**src/rtl/uart_tx_core_pkg.sv**
```systemverilog
// Shared definitions for the UART transmitter: FSM encoding, parity
// selection values and the prescale floor.
package uart_tx_core_pkg;

    typedef enum logic [2:0] {
        ST_IDLE   = 3'd0,
        ST_START  = 3'd1,
        ST_DATA   = 3'd2,
        ST_PARITY = 3'd3,
        ST_STOP   = 3'd4
    } tx_state_e;

    localparam logic       PARITY_EVEN  = 1'b0;
    localparam logic       PARITY_ODD   = 1'b1;
    localparam logic [5:0] MIN_PRESCALE = 6'd4;

    // Prescale values below the floor are clamped so a bit never shrinks under 4 cycles.
    function automatic logic [5:0] eff_prescale(input logic [5:0] ps);
        return (ps < MIN_PRESCALE) ? MIN_PRESCALE : ps;
    endfunction

endpackage

```
**src/rtl/uart_tx_core_edge_bit_counter.sv**
```systemverilog
// Edge/bit counter: counts clock edges within a bit and data-bit index,
// same contract as the receiver-side counter.
module tx_edge_bit_counter #(
    parameter int data_width = 8,
    parameter int bits       = 3
) (
    input  logic            clk_i,
    input  logic            rst_ni,
    input  logic            en_i,
    input  logic            clr_i,
    input  logic            bit_en_i,
    input  logic [5:0]      ps_i,
    output logic [bits-1:0] bit_idx_o,
    output logic            wrap_o
);

    localparam logic [bits-1:0] LAST_BIT = bits'(data_width - 1);

    logic [5:0]      edge_q;
    logic [bits-1:0] bit_q;

    assign wrap_o    = en_i & (edge_q == (ps_i - 6'd1));
    assign bit_idx_o = bit_q;

    always_ff @(posedge clk_i or negedge rst_ni) begin
        if (!rst_ni) begin
            edge_q <= '0;
            bit_q  <= '0;
        end else if (clr_i) begin
            edge_q <= '0;
            bit_q  <= '0;
        end else if (en_i) begin
            edge_q <= wrap_o ? 6'd0 : edge_q + 6'd1;
            if (wrap_o && bit_en_i) begin
                bit_q <= (bit_q == LAST_BIT) ? '0 : bit_q + 1'b1;
            end
        end
    end

endmodule

```
**src/rtl/uart_tx_core.sv**
```systemverilog
// UART transmitter: start bit, LSB-first payload, optional parity, one stop bit,
// each bit held for the prescale captured when the frame was accepted.
module uart_tx_core
    import uart_tx_core_pkg::*;
#(
    parameter int data_width = 8,
    parameter int bits       = 3
) (
    input  logic                  CLK,
    input  logic                  RST,
    input  logic [data_width-1:0] P_DATA,
    input  logic                  Data_Valid,
    input  logic                  Parity_Enable,
    input  logic                  Parity_Type,
    input  logic [5:0]            Prescale,
    output logic                  TX_OUT,
    output logic                  Busy
);

    localparam logic [bits-1:0] LAST_BIT = bits'(data_width - 1);

    tx_state_e             state_q;
    logic [data_width-1:0] data_q;
    logic                  par_en_q;
    logic                  par_bit_q;
    logic [5:0]            ps_q;
    logic                  tx_q;
    logic                  busy_q;

    logic            wrap;
    logic [bits-1:0] bit_idx;
    logic [bits-1:0] next_idx;
    logic            stop_last;
    logic            accept;
    logic            par_bit_d;

    assign stop_last = (state_q == ST_STOP) & wrap;
    // A new frame may be taken on the final stop cycle, giving gap-free back-to-back frames.
    assign accept    = Data_Valid & (~busy_q | stop_last);
    assign next_idx  = bit_idx + 1'b1;
    assign par_bit_d = (Parity_Type == PARITY_EVEN) ? (^P_DATA) : ~(^P_DATA);

    tx_edge_bit_counter #(
        .data_width (data_width),
        .bits       (bits)
    ) u_cnt (
        .clk_i     (CLK),
        .rst_ni    (RST),
        .en_i      (state_q != ST_IDLE),
        .clr_i     (accept),
        .bit_en_i  (state_q == ST_DATA),
        .ps_i      (ps_q),
        .bit_idx_o (bit_idx),
        .wrap_o    (wrap)
    );

    always_ff @(posedge CLK or negedge RST) begin
        if (!RST) begin
            state_q   <= ST_IDLE;
            data_q    <= '0;
            par_en_q  <= 1'b0;
            par_bit_q <= 1'b0;
            ps_q      <= '0;
            tx_q      <= 1'b1;
            busy_q    <= 1'b0;
        end else if (accept) begin
            data_q    <= P_DATA;
            par_en_q  <= Parity_Enable;
            par_bit_q <= par_bit_d;
            ps_q      <= eff_prescale(Prescale);
            state_q   <= ST_START;
            tx_q      <= 1'b0;
            busy_q    <= 1'b1;
        end else begin
            case (state_q)
                ST_IDLE: begin
                    tx_q   <= 1'b1;
                    busy_q <= 1'b0;
                end
                ST_START: begin
                    if (wrap) begin
                        state_q <= ST_DATA;
                        tx_q    <= data_q[0];
                    end
                end
                ST_DATA: begin
                    if (wrap) begin
                        if (bit_idx == LAST_BIT) begin
                            state_q <= par_en_q ? ST_PARITY : ST_STOP;
                            tx_q    <= par_en_q ? par_bit_q : 1'b1;
                        end else begin
                            tx_q <= data_q[next_idx];
                        end
                    end
                end
                ST_PARITY: begin
                    if (wrap) begin
                        state_q <= ST_STOP;
                        tx_q    <= 1'b1;
                    end
                end
                ST_STOP: begin
                    if (wrap) begin
                        state_q <= ST_IDLE;
                        tx_q    <= 1'b1;
                        busy_q  <= 1'b0;
                    end
                end
                default: begin
                    state_q <= ST_IDLE;
                    tx_q    <= 1'b1;
                    busy_q  <= 1'b0;
                end
            endcase
        end
    end

    assign TX_OUT = tx_q;
    assign Busy   = busy_q;

endmodule

```
**config.mk**
```make
export PLATFORM = sky130hd
export DESIGN_NAME = uart_tx_core
export DESIGN_NICKNAME = d
export VERILOG_FILES = /design/src/rtl/uart_tx_core_pkg.sv /design/src/rtl/uart_tx_core_edge_bit_counter.sv /design/src/rtl/uart_tx_core.sv
export SDC_FILE = /design/constraint.sdc
export NUM_CORES = 1
export LEC_CHECK = 0
export ABC_AREA = 1
export CELL_PAD_IN_SITES_DETAIL_PLACEMENT = 0
export CELL_PAD_IN_SITES_GLOBAL_PLACEMENT = 1
export CORE_AREA = 2 2 68 70
export DETAILED_ROUTE_END_ITERATION = 7
export DIE_AREA = 0 0 70 72
export PLACE_DENSITY_LB_ADDON = 0.1
export SLEW_MARGIN = 20
export SYNTH_ARGS = -nofsm -noshare
export SYNTH_HDL_FRONTEND = slang
export SYNTH_SLANG_ARGS = --single-unit
```
**constraint.sdc**
```tcl
create_clock -name CLK -period 3.1 [get_ports CLK]
set_input_delay 0.62 -clock CLK [delete_from_list [all_inputs] [get_ports CLK]]
set_output_delay 0.62 -clock CLK [all_outputs]
set_load 0.01 [all_outputs]
```
==> summary.md, run 1 <==
| Metric | Value |
|---|---|
| Leftover overflow at the end of global routing | 0 |
| Count of unresolved DRC violations after routing | 0 |
| Setup TNS | 0 ps |
| Time the final worst path needs with I/O delays and setup | 2360 ps |
| Vertical die dimension | 72 um |
| Fin crit share | 0.763 |
| Gate power share | 0.475 |
| Commonest non-fill, non-tap cell in the layout | sky130_fd_sc_hd__nand2_1 |
| Max Clock Freq | 423 MHz |
| Run status | finished, final reports clean |
| Switching portion of total power | 0.443 |
| Die boundary width | 70 um |
| VDD IR max | 0.000373 V |
| Internal reg-to-reg setup slack | 740 ps |
| Initial antenna violation count | 0 |
| Starting density of the core | 0.432 |
| Clock tree from TritonCTS | yes |
| Max Cap Violations | 0 |
| Worst relative slew slack | 0.682 |
| Detailed-route wire length per cell | 11.9 um |
| Type of the tightest min-delay check | reg -> reg |
| Total Routed Length | 3.81 mm |
| Die Area | 5040 um^2 |
| Post-synthesis instance area | 1840 um^2 |
| Largest area contributor in the netlist | sky130_fd_sc_hd__dfrtp_1 |
| Clock share of power | 0.169 |
| Vias in the first global route | 1562 |
| Top library cells by usage in the layout, fill and taps aside | sky130_fd_sc_hd__nand2_1, sky130_fd_sc_hd__dfrtp_1, sky130_fd_sc_hd__inv_1, sky130_fd_sc_hd__nand3_1, sky130_fd_sc_hd__clkdlybuf4s50_1 |
| Area fraction of the dominant cell type after synthesis | 0.394 |
| Pin count of the biggest net entering global routing | 31 |
| Maximum fanout count along the critical path | 26 |
| Clk buf depth | 2 |
| H-tree depth reported by CTS | 2 |
| Count of instances resized after the clock tree is built | 0 |
| Total power divided by cell area | 907 nW/um^2 |
| Capture point of the worst reg-to-reg path | u_cnt.bit_idx_o[0]$_DFFE_PN0P_ |
| Number of flops mapped to enable cells by yosys | 0 |
| Skew-Pair Late Insertion Delay | 290 ps |
| Number of slew-limit violations in the final report | 0 |
| Number of instances in the placed design | 312 |
| Endpoints failing hold | 0 |
| Hold path cells | 2 |
| Mapped Nets | 267 |
| Setup crit start kind | flip-flop |
| Post-CTS Hold Fix Bufs | 0 |
| Slowest cell on the critical path | sky130_fd_sc_hd__inv_2 |
| Internal cell power | 1.09 mW |
| Number of DRC markers after the initial detailed-route iteration | 115 |
| Count of inserted antenna diode cells | 0 |
| TritonCTS Buffers | 5 |
| Post-DRT Antenna Nets | 0 |
| Placeable core region | 4260 um^2 |
| Post-synth cell types | 32 |
| Leak pwr | 1.09 nW |
| Number of top-level design ports | 21 |
| Detailed-route vias per instance | 4.84 |
| Worst hold start | TX_OUT$_DFFE_PN1P_ |
| Final setup violation count | 0 |
| Cell count of the worst reg-to-reg path | 12 |
| Global-route wire length before repair | 7.13 mm |
| Worst Clk Skew | 8.29 ps |
| Endpoint with the worst hold slack | TX_OUT$_DFFE_PN1P_ |
| Post-route worst setup slack | 736 ps |
| Post-synthesis area per instance | 7.54 um^2 |
| Post-synth top flop | sky130_fd_sc_hd__dfrtp_1 |
| Actual slew at the worst max-slew pin | 477 ps |
| Quantity of I/O buffers inserted on ports | 20 |
| Syn. warnings | 0 |
| Clock root buffer | sky130_fd_sc_hd__clkbuf_8 |
| Share of cells above drive strength 1 | 0.101 |
| Final Net Count | 290 |
| Site Rows | 24 |
| Relative contribution of sequential cells to total power | 0.355 |
| Share of the yosys chip area belonging to registers | 0.409 |
| Synthesized flop and latch total | 30 |
| Final Util | 0.507 |
| Power spent charging and discharging nets | 0.869 mW |
| Count of placed standard cells in the final layout, fillers left out | 320 |
| Startpoint of the worst register-to-register path | ps_q[0]$_DFFE_PN0P_ |
| Async SR Flop Fraction | 1.00 |
| Detailed-route via count | 1548 |
| Synthesized instance count | 244 |
| Clock transition at the register clock pins on the worst setup and hold paths after CTS | 70 ps |
| Fill cells | 436 |
| Number of post-CTS setup repair buffers | 0 |
| Synth area leaders | sky130_fd_sc_hd__dfrtp_1, sky130_fd_sc_hd__nand2_1, sky130_fd_sc_hd__nand3_1, sky130_fd_sc_hd__inv_1, sky130_fd_sc_hd__o21ai_0 |
| CTS sink cnt | 30 |
| Maximum single-stage delay on the critical path | 420 ps |
| Startpoint-to-endpoint class of the critical path | reg -> reg |
| Data required, critical path | 3270 ps |
| Total design power | 1.96 mW |
| Cell breakdown of the critical path | inv_1, ha_1, xor2_1, nand2_2, nor2_4, nand3_1, nand2_1, nand2_2, inv_2, nor2_1, nand3_1, o21ai_0 |
| Dpl hpwl | 2.87 mm |
| Worst path arrival time | 2530 ps |
| Last weighted congestion value of the routability-driven placer | 0.828 |
| Worst setup slack before clock tree synthesis | 737 ps |
| Setup repair after global routing missed its margin | false |
| Capturing element type of the critical path | flip-flop |
| P&R area growth vs syn | 17.5% |
| Number of iterations in the first detailed-routing pass | 4 |
| Gr usage total | 0.179 |
stage by stage:
| stage | area [um^2] | hold WS [ps] |
|---|---|---|
| floorplan | 1840 | 324 |
| detailed placement | 2070 | 468 |
| CTS | 2160 | 484 |
| global route | 2160 | 506 |
| finish | 2160 | 484 |
| global placement | 2070 | 462 |
synth_stat cells, types with 2 or more instances:
cell type,count
sky130_fd_sc_hd__nand3_1,26
sky130_fd_sc_hd__dfrtp_1,29
sky130_fd_sc_hd__nor3_1,3
sky130_fd_sc_hd__buf_4,2
sky130_fd_sc_hd__nand2_1,74
sky130_fd_sc_hd__nand2_4,2
sky130_fd_sc_hd__o21ai_0,14
sky130_fd_sc_hd__ha_1,4
sky130_fd_sc_hd__buf_6,2
sky130_fd_sc_hd__a21oi_1,5
sky130_fd_sc_hd__inv_1,26
sky130_fd_sc_hd__xor2_1,6
sky130_fd_sc_hd__nor2_4,2
sky130_fd_sc_hd__inv_2,5
sky130_fd_sc_hd__nand2_2,4
sky130_fd_sc_hd__nand4_1,2
sky130_fd_sc_hd__o21ai_1,4
sky130_fd_sc_hd__xnor2_1,7
sky130_fd_sc_hd__nor2_1,14
kinds of logic (layout without fill, tap and decap cells):
logic type | after synthesis | in the layout | synth area share
buffers and inverters | 36 | 60 | 0.0863
adders and majority gates | 4 | 4 | 0.0272
and+or+nand+nor | 130 | 130 | 0.316
DFF | 30 | 30 | 0.409
AOI/OAI and AO/OA | 31 | 31 | 0.0999
xor gates and xnor gates | 13 | 13 | 0.0619
per-layer routing:
metal	share of wire	GRT usage	vias to the layer above
li1	-	-	826
met1	0.52	0.259	682
met2	0.41	0.262	34
met3	0.048	0.0417	6
met4	0.017	0.0641	0
met5	0	0	-
state kept, by name, summed over array words and instances (netlist names):
| name | count |
|---|---|
| u_cnt.edge_q | 6 |
| u_cnt.bit_idx_o | 3 |
| state_q | 3 |
| TX_OUT | 1 |
| par_en_q | 1 |
| ps_q | 6 |
| Busy | 1 |
| data_q | 8 |
| par_bit_q | 1 |
critical path, delay by kind of cell, from the launching register on:
family | cells | cell delay (ps)
DFF | 1 | 390
xor gates and xnor gates | 1 | 160
adders and majority gates | 1 | 310
AOI/OAI and AO/OA | 1 | 70
buffers and inverters | 2 | 510
and+or+nand+nor | 7 | 800
power by group through the flow:
stage / combinational, mW / clock, mW / sequential, mW
floorplan: 0.764 / 0 / 0.662
global placement: 0.940 / 0 / 0.702
detailed placement: 0.936 / 0 / 0.706
CTS: 0.941 / 0.338 / 0.699
global route: 1.10 / 0.353 / 0.726
finish: 0.932 / 0.332 / 0.697
cell type report:
cell class	count	area [um^2]	area share
clock inverters	1	5.00	0.00231
multi-input cells	178	930	0.430
repair buffers	21	208	0.0961
well taps	52	65.1	0.0301
inverters	31	116	0.0538
clock buffers	7	86.3	0.0399
flip-flops and latches	30	752	0.348
worst max-delay path by stage:
stage	depth (start not counted)	slack [ps]	end	start
2_1_floorplan	13	1310	u_cnt.bit_idx_o[2]$_DFFE_PN0P_	ps_q[0]$_DFFE_PN0P_
3_3_place_gp	12	800	state_q[1]$_DFFE_PN0P_	ps_q[0]$_DFFE_PN0P_
3_5_place_dp	12	740	u_cnt.bit_idx_o[0]$_DFFE_PN0P_	ps_q[0]$_DFFE_PN0P_
4_1_cts	12	720	u_cnt.bit_idx_o[0]$_DFFE_PN0P_	ps_q[0]$_DFFE_PN0P_
5_1_grt	14	390	u_cnt.bit_idx_o[0]$_DFFE_PN0P_	ps_q[0]$_DFFE_PN0P_
6_report	12	740	u_cnt.bit_idx_o[0]$_DFFE_PN0P_	ps_q[0]$_DFFE_PN0P_
Power figures use the tool's default switching activity.
==> inputs of run 2 (changes only) <==
--- a/config.mk
+++ b/config.mk
@@ -8,9 +8,9 @@
 export ABC_AREA = 1
 export CELL_PAD_IN_SITES_DETAIL_PLACEMENT = 0
 export CELL_PAD_IN_SITES_GLOBAL_PLACEMENT = 1
-export CORE_AREA = 2 2 68 70
+export CORE_AREA = 2 2 74 76
 export DETAILED_ROUTE_END_ITERATION = 7
-export DIE_AREA = 0 0 70 72
+export DIE_AREA = 0 0 76 78
 export PLACE_DENSITY_LB_ADDON = 0.1
 export SLEW_MARGIN = 20
 export SYNTH_ARGS = -nofsm -noshare
==> constraint.sdc (replaced) <==
create_clock -name CLK -period 2 [get_ports CLK]
set_input_delay 0.4 -clock CLK [delete_from_list [all_inputs] [get_ports CLK]]
set_output_delay 0.4 -clock CLK [all_outputs]
set_load 0.01 [all_outputs]
==> run 2 against run 1 <==
Flip-flop and latch count unchanged. Register-to-register slack worse by 570 ps. First-iteration DRC count down 37%. Final cell count up 8.4%. Critical path depth up 3. Global-route usage down 2.1 points. Worst hold slack worse by 7.3 ps. Final area up 7.8%. Total power up 71%. Largest power group unchanged.
==> summary.md, run 2 (synthesized netlist as in run 1, its figures left out) <==
| Metric | Value |
|---|---|
| Actual slew at the worst max-slew pin | 383 ps (-93.6 ps) |
| Global-route wire length before repair | 7.51 mm (+5.2%) |
| Worst path bufs/invs | 4 (+2) |
| TritonCTS Buffers | 5 (unchanged) |
| Site Rows | 26 (+8.3%) |
| CTS sink cnt | 30 (unchanged) |
| Total power divided by cell area | 1440 nW/um^2 (+58%) |
| Switching portion of total power | 0.426 (-0.0170) |
| Gate power share | 0.503 (+0.028) |
| Count of unresolved DRC violations after routing | 0 (unchanged) |
| Quantity of I/O buffers inserted on ports | 20 (unchanged) |
| Clock root buffer | sky130_fd_sc_hd__clkbuf_8 |
| Final Net Count | 299 (+3.1%) |
| Leak pwr | 1.15 nW (+5.7%) |
| Cell repeated most along the worst path | sky130_fd_sc_hd__nand2_2 |
| Clock transition at the register clock pins on the worst setup and hold paths after CTS | 70 ps (about the same) |
| Die Area | 5930 um^2 (+18%) |
| Power spent charging and discharging nets | 1.43 mW (+64%) |
| Setup TNS | 0 ps (unchanged) |
| Clock tree from TritonCTS | yes |
| Endpoints failing hold | 0 (unchanged) |
| VDD IR max | 0.000391 V (+5.0%) |
| Maximum fanout count along the critical path | 23 (-12%) |
| P&R area growth vs syn | 26.6% |
| Fin crit share | 0.916 (+0.153) |
| Share of cells above drive strength 1 | 0.166 (+0.0653) |
| Final setup violation count | 0 (unchanged) |
| Placeable core region | 5040 um^2 (+18%) |
| Worst path arrival time | 2030 ps (-500 ps) |
| Clock share of power | 0.174 (+0.005) |
| Cell breakdown of the critical path | inv_2, ha_4, nand2_1, inv_1, nand2_1, nand2_2, nand2_2, nor2_4, nand3_2, nand2_2, nand2_4, inv_4, buf_12, nor2_1, a31oi_1 |
| Worst Clk Skew | 4.65 ps (-3.64 ps) |
| Number of iterations in the first detailed-routing pass | 4 (unchanged) |
| Vias in the first global route | 1633 (+4.5%) |
| Internal cell power | 1.92 mW (+76%) |
| Run status | finished, final reports clean |
| Relative contribution of sequential cells to total power | 0.323 (-0.032) |
| Die boundary width | 76 um (+8.6%) |
| Data required, critical path | 2200 ps (-1070 ps) |
| Starting density of the core | 0.365 (-0.0666) |
| Skew-Pair Late Insertion Delay | 280 ps (about the same) |
| Leftover overflow at the end of global routing | 0 (unchanged) |
| Worst relative slew slack | 0.745 (+0.0624) |
| Detailed-route vias per instance | 4.70 (-2.9%) |
| Storage cell area | 752 um^2 (unchanged) |
| Most flops, register | data_q |
| Capturing element type of the critical path | flip-flop |
| Detailed-route wire length per cell | 11.9 um (-0.55%) |
| Detailed-route via count | 1630 (+5.3%) |
| Last weighted congestion value of the routability-driven placer | 0.785 (-5.2%) |
| Gr usage total | 0.158 (-0.0209) |
| Total Routed Length | 4.11 mm (+7.8%) |
| Top flop regs | data_q x8, ps_q x6, u_cnt.edge_q x6 |
| Post-DRT Antenna Nets | 0 (unchanged) |
| Setup repair after global routing missed its margin | false |
| Top library cells by usage in the layout, fill and taps aside | sky130_fd_sc_hd__nand2_1, sky130_fd_sc_hd__dfrtp_1, sky130_fd_sc_hd__nand3_1 |
| Number of DRC markers after the initial detailed-route iteration | 72 (-37%) |
| Max Cap Violations | 0 (unchanged) |
| Family with the most delay on the worst path | simple AND/OR/NAND/NOR gates |
| Setup crit start kind | flip-flop |
| Fill cells | 540 (+24%) |
| Maximum single-stage delay on the critical path | 410 ps (about the same) |
| Time the final worst path needs with I/O delays and setup | 1830 ps (-533 ps) |
| Footprint of the multi-input gates | 971 um^2 (+4.4%) |
| Worst hold slack | 476 ps (-7.30 ps) |
| Dpl hpwl | 3.11 mm (+8.5%) |
| H-tree depth reported by CTS | 2 (unchanged) |
| Max Clock Freq | 546 MHz (+29%) |
| Type of the tightest min-delay check | reg -> reg |
| Number of slew-limit violations in the final report | 0 (unchanged) |
| Initial antenna violation count | 0 (unchanged) |
| Number of top-level design ports | 21 (unchanged) |
| Slowest cell on the critical path | sky130_fd_sc_hd__dfrtp_1 |
| Clk buf depth | 2 (unchanged) |
| Count of inserted antenna diode cells | 0 (unchanged) |
| Commonest non-fill, non-tap cell in the layout | sky130_fd_sc_hd__nand2_1 |
| Startpoint-to-endpoint class of the critical path | reg -> reg |
| Pin count of the biggest net entering global routing | 31 (unchanged) |
| Vertical die dimension | 78 um (+8.3%) |
| Post-CTS Hold Fix Bufs | 0 (unchanged) |
| Flip-flop count of the largest register, all copies and words added | 8 (unchanged) |
[run 2: cell types whose count changed in the layout (fill, tap and decap cells not counted), moves of 2 or more]
cell,before,now
sky130_fd_sc_hd__buf_4,1,8
sky130_fd_sc_hd__clkbuf_8,6,8
sky130_fd_sc_hd__inv_1,26,24
sky130_fd_sc_hd__nand2_1,74,71
sky130_fd_sc_hd__nand2_2,4,6
[run 2: metal layers]
metal | wire length [um] | global-route usage
met5 | 0 | 0
met4 | 57 | 0.0545
met3 | 147 | 0.0395
met2 | 1790 | 0.253
met1 | 2120 | 0.208
[run 2: final timing paths]
kind	start	to	slack [ps]	cells past startpoint
max	ps_q[0]$_DFFE_PN0P_	ps_q[2]$_DFFE_PN0P_	170	15
min	data_q[5]$_DFFE_PN0P_	data_q[5]$_DFFE_PN0P_	480	2
max reg2reg	ps_q[0]$_DFFE_PN0P_	ps_q[2]$_DFFE_PN0P_	170	15
min reg2reg	data_q[5]$_DFFE_PN0P_	data_q[5]$_DFFE_PN0P_	480	2
max in group asynchronous	RST	TX_OUT$_DFFE_PN1P_	1180	2
min in group asynchronous	RST	u_cnt.edge_q[3]$_DFFE_PN0P_	500	2
[run 2: per-stage QoR]
stage                     std cells  setup WS (ps)   util  area [um^2]  power [mW]
final                           347            168  0.462         2330        3.35
after detailed placement        337           35.7  0.428         2160        2.65
after floorplan                 244            214      -         1840        2.21
after global routing            347          0.555  0.462         2330        3.68
after global placement          337           75.0  0.428         2160        2.65
after CTS                       345           9.92  0.450         2270        3.25
[run 2: area by class of cell]
class / count / share of cell area
tap: 70 / 0.0376
timing repair buffer: 30 / 0.125
multi-input combinational: 178 / 0.417
clock buffer: 8 / 0.0472
sequential: 30 / 0.323
inverter: 31 / 0.0510
[run 2: tightest hold or removal path, stage by stage, from the launching register on]
cell                      delay (ps)
sky130_fd_sc_hd__dfrtp_1         340
sky130_fd_sc_hd__nand2_1          60
sky130_fd_sc_hd__nand2_1          50
[run 2: power by group through the flow]
stage / logic (mW) / registers (mW) / clock network (mW)
after floorplan: 1.18 / 1.03 / 0
after global placement: 1.56 / 1.09 / 0
after detailed placement: 1.56 / 1.09 / 0
after CTS: 1.57 / 1.08 / 0.600
after global routing: 1.93 / 1.13 / 0.623
final: 1.68 / 1.08 / 0.581
[run 2: what timing repair did]
| action | 4_1_cts | 5_1_grt |
|---|---|---|
| setup buffers | 0 | 2 |
| endpoints found under the setup margin | 0 | 21 |
| resized for setup | 0 | 12 |
==> inputs of run 3 (changes only) <==
--- a/config.mk
+++ b/config.mk
@@ -5,12 +5,12 @@
 export SDC_FILE = /design/constraint.sdc
 export NUM_CORES = 1
 export LEC_CHECK = 0
-export ABC_AREA = 1
+export ABC_CLOCK_PERIOD_IN_PS = 2000
 export CELL_PAD_IN_SITES_DETAIL_PLACEMENT = 0
 export CELL_PAD_IN_SITES_GLOBAL_PLACEMENT = 1
-export CORE_AREA = 2 2 74 76
+export CORE_AREA = 2 2 72 74
 export DETAILED_ROUTE_END_ITERATION = 7
-export DIE_AREA = 0 0 76 78
+export DIE_AREA = 0 0 74 76
 export PLACE_DENSITY_LB_ADDON = 0.1
 export SLEW_MARGIN = 20
 export SYNTH_ARGS = -nofsm -noshare
==> run 3 against run 2 <==
The run now ends with negative setup slack left. Clock power grew 6.2%. Flip-flop and latch count is the same. Combinational power grew 48%. Total power grew 25%. First-iteration DRC count grew 88%. Register-to-register slack lost 400 ps. Via count shrank 2.7%.
==> summary.md, run 3 <==
| Metric | Value |
|---|---|
| Number of flops mapped to enable cells by yosys | 0 (unchanged) |
| Detailed-route wire length per cell | 15.1 um (+27%) |
| Synthesized instance count | 172 (-30%) |
| Post-route worst setup slack | -233 ps (-401 ps) |
| CTS sink cnt | 30 (unchanged) |
| Clock root buffer | sky130_fd_sc_hd__clkbuf_8 |
| Post-synthesis instance area | 1820 um^2 (-1.2%) |
| Gr usage total | 0.173 (+0.0153) |
| Total design power | 4.20 mW (+25%) |
| Violated checks | negative setup slack |
| Xor and xnor fraction of the mapped netlist area | 0.0867 (+0.0249) |
| Fin crit share | 1.12 (+0.201) |
| Dominant combinational cell family by area after synthesis | simple AND/OR/NAND/NOR gates |
| Largest area contributor in the netlist | sky130_fd_sc_hd__dfrtp_1 |
| H-tree depth reported by CTS | 2 (unchanged) |
| Vertical die dimension | 76 um (-2.6%) |
| Vias in the first global route | 1668 (+2.1%) |
| Time the final worst path needs with I/O delays and setup | 2230 ps (+401 ps) |
| Async SR Flop Fraction | 1.00 (unchanged) |
| Skew-Pair Late Insertion Delay | 280 ps (about the same) |
| Fraction of the mapped netlist area in compound gates | 0.139 (+0.0391) |
| Clock tree from TritonCTS | yes |
| Worst Clk Skew | 6.94 ps (+2.29 ps) |
| Run status | complete, but fails checks |
| Share of the yosys chip area belonging to registers | 0.414 (+0.00506) |
| Worst relative slew slack | 0.720 (-0.0245) |
| Final setup violation count | 27 (+27) |
| Multiplexer area fraction after synthesis | 0.136 (+0.136) |
| Max Cap Violations | 0 (unchanged) |
| Starting density of the core | 0.370 (+0.00508) |
| Cell count of the worst reg-to-reg path | 8 (-7) |
| Top flop regs | data_q x8, ps_q x6, u_cnt.edge_q x6 |
| Last weighted congestion value of the routability-driven placer | 0.821 (+4.6%) |
| Flip-flop count of the largest register, all copies and words added | 8 (unchanged) |
| Capture point of the worst reg-to-reg path | data_q[0]$_DFFE_PN0P_ |
| Synth area leaders | sky130_fd_sc_hd__dfrtp_1, sky130_fd_sc_hd__mux2_2, sky130_fd_sc_hd__mux2_4, sky130_fd_sc_hd__xnor2_1, sky130_fd_sc_hd__xor2_1 |
| VDD IR max | 0.000629 V (+61%) |
| Post-Synth Adder-Cell Area | 0.0275 (+0.000337) |
| Leak pwr | 1.19 nW (+3.1%) |
| Initial antenna violation count | 0 (unchanged) |
| Share of cells above drive strength 1 | 0.399 (+0.233) |
| Commonest non-fill, non-tap cell in the layout | sky130_fd_sc_hd__buf_4 |
| Post-DRT Antenna Nets | 0 (unchanged) |
| Post-synth top flop | sky130_fd_sc_hd__dfrtp_1 |
| Capturing element type of the critical path | flip-flop |
| Detailed-route via count | 1586 (-2.7%) |
| Count of unresolved DRC violations after routing | 0 (unchanged) |
| Maximum fanout count along the critical path | 11 (-52%) |
| Syn. warnings | 0 (unchanged) |
| Number of top-level design ports | 21 (unchanged) |
| Die Area | 5620 um^2 (-5.1%) |
| Fraction of the mapped netlist area in simple logic gates | 0.163 (-0.153) |
| Worst path arrival time | 2400 ps (+370 ps) |
| Max Clock Freq | 448 MHz (-18%) |
| Setup repair after global routing missed its margin | true |
| Data required, critical path | 2170 ps (-30 ps) |
| Setup crit start kind | flip-flop |
| Endpoints failing hold | 0 (unchanged) |
| Count of inserted antenna diode cells | 0 (unchanged) |
| P&R area growth vs syn | 49.1% |
| TritonCTS Buffers | 5 (unchanged) |
| Top library cells by usage in the layout, fill and taps aside | sky130_fd_sc_hd__buf_4, sky130_fd_sc_hd__dfrtp_1, sky130_fd_sc_hd__clkdlybuf4s50_1 |
| Total power divided by cell area | 1550 nW/um^2 (+7.8%) |
| Post-synth cell types | 45 (+41%) |
| Actual slew at the worst max-slew pin | 420 ps (+36.7 ps) |
| Number of slew-limit violations in the final report | 0 (unchanged) |
| Placement-stage cell area | 2340 um^2 (+8.2%) |
| Pin count of the biggest net entering global routing | 31 (unchanged) |
| Die boundary width | 74 um (-2.6%) |
| Count leader, synth | sky130_fd_sc_hd__dfrtp_1 |
| Clock transition at the register clock pins on the worst setup and hold paths after CTS | 70 ps (about the same) |
| Site Rows | 26 (unchanged) |
| Final Net Count | 260 (-13%) |
| Startpoint of the worst register-to-register path | ps_q[1]$_DFFE_PN0P_ |
| Placeable core region | 4910 um^2 (-2.6%) |
| Post-CTS Hold Fix Bufs | 0 (unchanged) |
| Number of iterations in the first detailed-routing pass | 4 (unchanged) |
| Quantity of I/O buffers inserted on ports | 20 (unchanged) |
| Synthesized flop and latch total | 30 (unchanged) |
| Most flops, register | data_q |
| Dpl hpwl | 3.29 mm (+5.5%) |
| Total Routed Length | 4.65 mm (+13%) |
| Leftover overflow at the end of global routing | 0 (unchanged) |
| Type of the tightest min-delay check | in -> async |
| Global-route wire length before repair | 7.66 mm (+2.0%) |
| Internal reg-to-reg setup slack | -230 ps (-400 ps) |
| Startpoint-to-endpoint class of the critical path | reg -> reg |
| Post-synthesis area per instance | 10.6 um^2 (+40%) |
| Clk buf depth | 2 (unchanged) |
| Ranking of synthesized cells by instance count | sky130_fd_sc_hd__dfrtp_1, sky130_fd_sc_hd__nand2_1, sky130_fd_sc_hd__nor2_1, sky130_fd_sc_hd__mux2_2 |
| Detailed-route vias per instance | 5.15 (+9.6%) |
| Area fraction of the dominant cell type after synthesis | 0.399 (+0.00488) |
| Beginning of the critical path | ps_q[1]$_DFFE_PN0P_ |
| Crit path to | data_q[0]$_DFFE_PN0P_ |
| Number of DRC markers after the initial detailed-route iteration | 135 (+88%) |
| Post-layout instance area | 2710 um^2 (+16%) |
| Mapped Nets | 195 (-27%) |
-- run 3: cell count changes in the layout (fill, tap and decap cells not counted), moves of 5 or more --
cell | previous run | this run
sky130_fd_sc_hd__buf_6 | 1 | 8
sky130_fd_sc_hd__nand2_2 | 6 | 1
sky130_fd_sc_hd__o21ai_0 | 14 | 3
sky130_fd_sc_hd__nand2b_1 | 0 | 7
sky130_fd_sc_hd__a31oi_1 | 1 | 6
sky130_fd_sc_hd__inv_1 | 24 | 3
sky130_fd_sc_hd__mux2_2 | 0 | 9
sky130_fd_sc_hd__nand2_1 | 71 | 11
sky130_fd_sc_hd__nand3_1 | 25 | 4
sky130_fd_sc_hd__mux2_4 | 0 | 8
sky130_fd_sc_hd__buf_4 | 8 | 33
-- run 3: layout make-up --
class                   instances  area (um^2)
multi-input cells             132         1160
repair buffers                 63          578
flip-flops and latches         30          753
clock inverters                 2         37.5
clock buffers                   6         72.6
inverters                       5         18.8
fillers                       443         2200
well taps                      70         87.6
-- run 3: layer usage --
metal  up-vias  part of all wire  track usage
met5         -                 0            0
met4         0            0.0090       0.0527
met3         7             0.048       0.0476
met2        43              0.49        0.269
met1       778              0.45        0.233
li1        758                 -            -
-- run 3: critical path: stages, from the launching register on --
cell and delay [ps]:
sky130_fd_sc_hd__dfrtp_1 380, sky130_fd_sc_hd__inv_2 70, sky130_fd_sc_hd__ha_4 170, sky130_fd_sc_hd__nor2b_4 120
sky130_fd_sc_hd__or3_4 330, sky130_fd_sc_hd__a31o_4 230, sky130_fd_sc_hd__o31a_1 360, sky130_fd_sc_hd__buf_12 170
sky130_fd_sc_hd__mux2_4 290
-- run 3: metrics by stage --
step / setup slack (ps) / hold slack [ps] / std cells / utilization / setup TNS [ps]
6_report: -233 / 502 / 308 / 0.552 / -3710
5_1_grt: -282 / 528 / 308 / 0.552 / -5630
4_1_cts: -214 / 511 / 306 / 0.520 / -2950
3_5_place_dp: -221 / 496 / 290 / 0.476 / -4740
3_3_place_gp: -191 / 488 / 290 / 0.476 / -3700
2_1_floorplan: -231 / 104 / 172 / - / -2200
-- run 3: worst min path at each step --
stage / endpoint / slack [ps] / depth (start not counted)
floorplan: Busy$_DFFE_PN0P_ / 100 / 0
global route: data_q[5]$_DFFE_PN0P_ / 530 / 1
CTS: data_q[3]$_DFFE_PN0P_ / 510 / 1
finish: u_cnt.edge_q[2]$_DFFE_PN0P_ / 500 / 2
global placement: data_q[3]$_DFFE_PN0P_ / 490 / 1
detailed placement: data_q[3]$_DFFE_PN0P_ / 500 / 1
-- run 3: power by group --
part	internal, mW	switching, mW
clock network	0.372	0.245
registers	0.868	0.219
logic	1.40	1.09
total	2.64	1.56
-- run 3: cell families (layout without fill, tap and decap cells) --
kind of cell	count (synthesis)	after routing
buffers and inverters	10	76
AOI/OAI and AO/OA	34	34
muxes	20	20
and+or+nand+nor	56	56
adders and majority gates	4	4
DFF	30	30
xor gates and xnor gates	18	18
-- run 3: timing repair --
action,4_1_cts,5_1_grt
pin swaps,8,19
resized for setup,13,25
setup endpoints to repair,27,30
buffers inserted,8,4
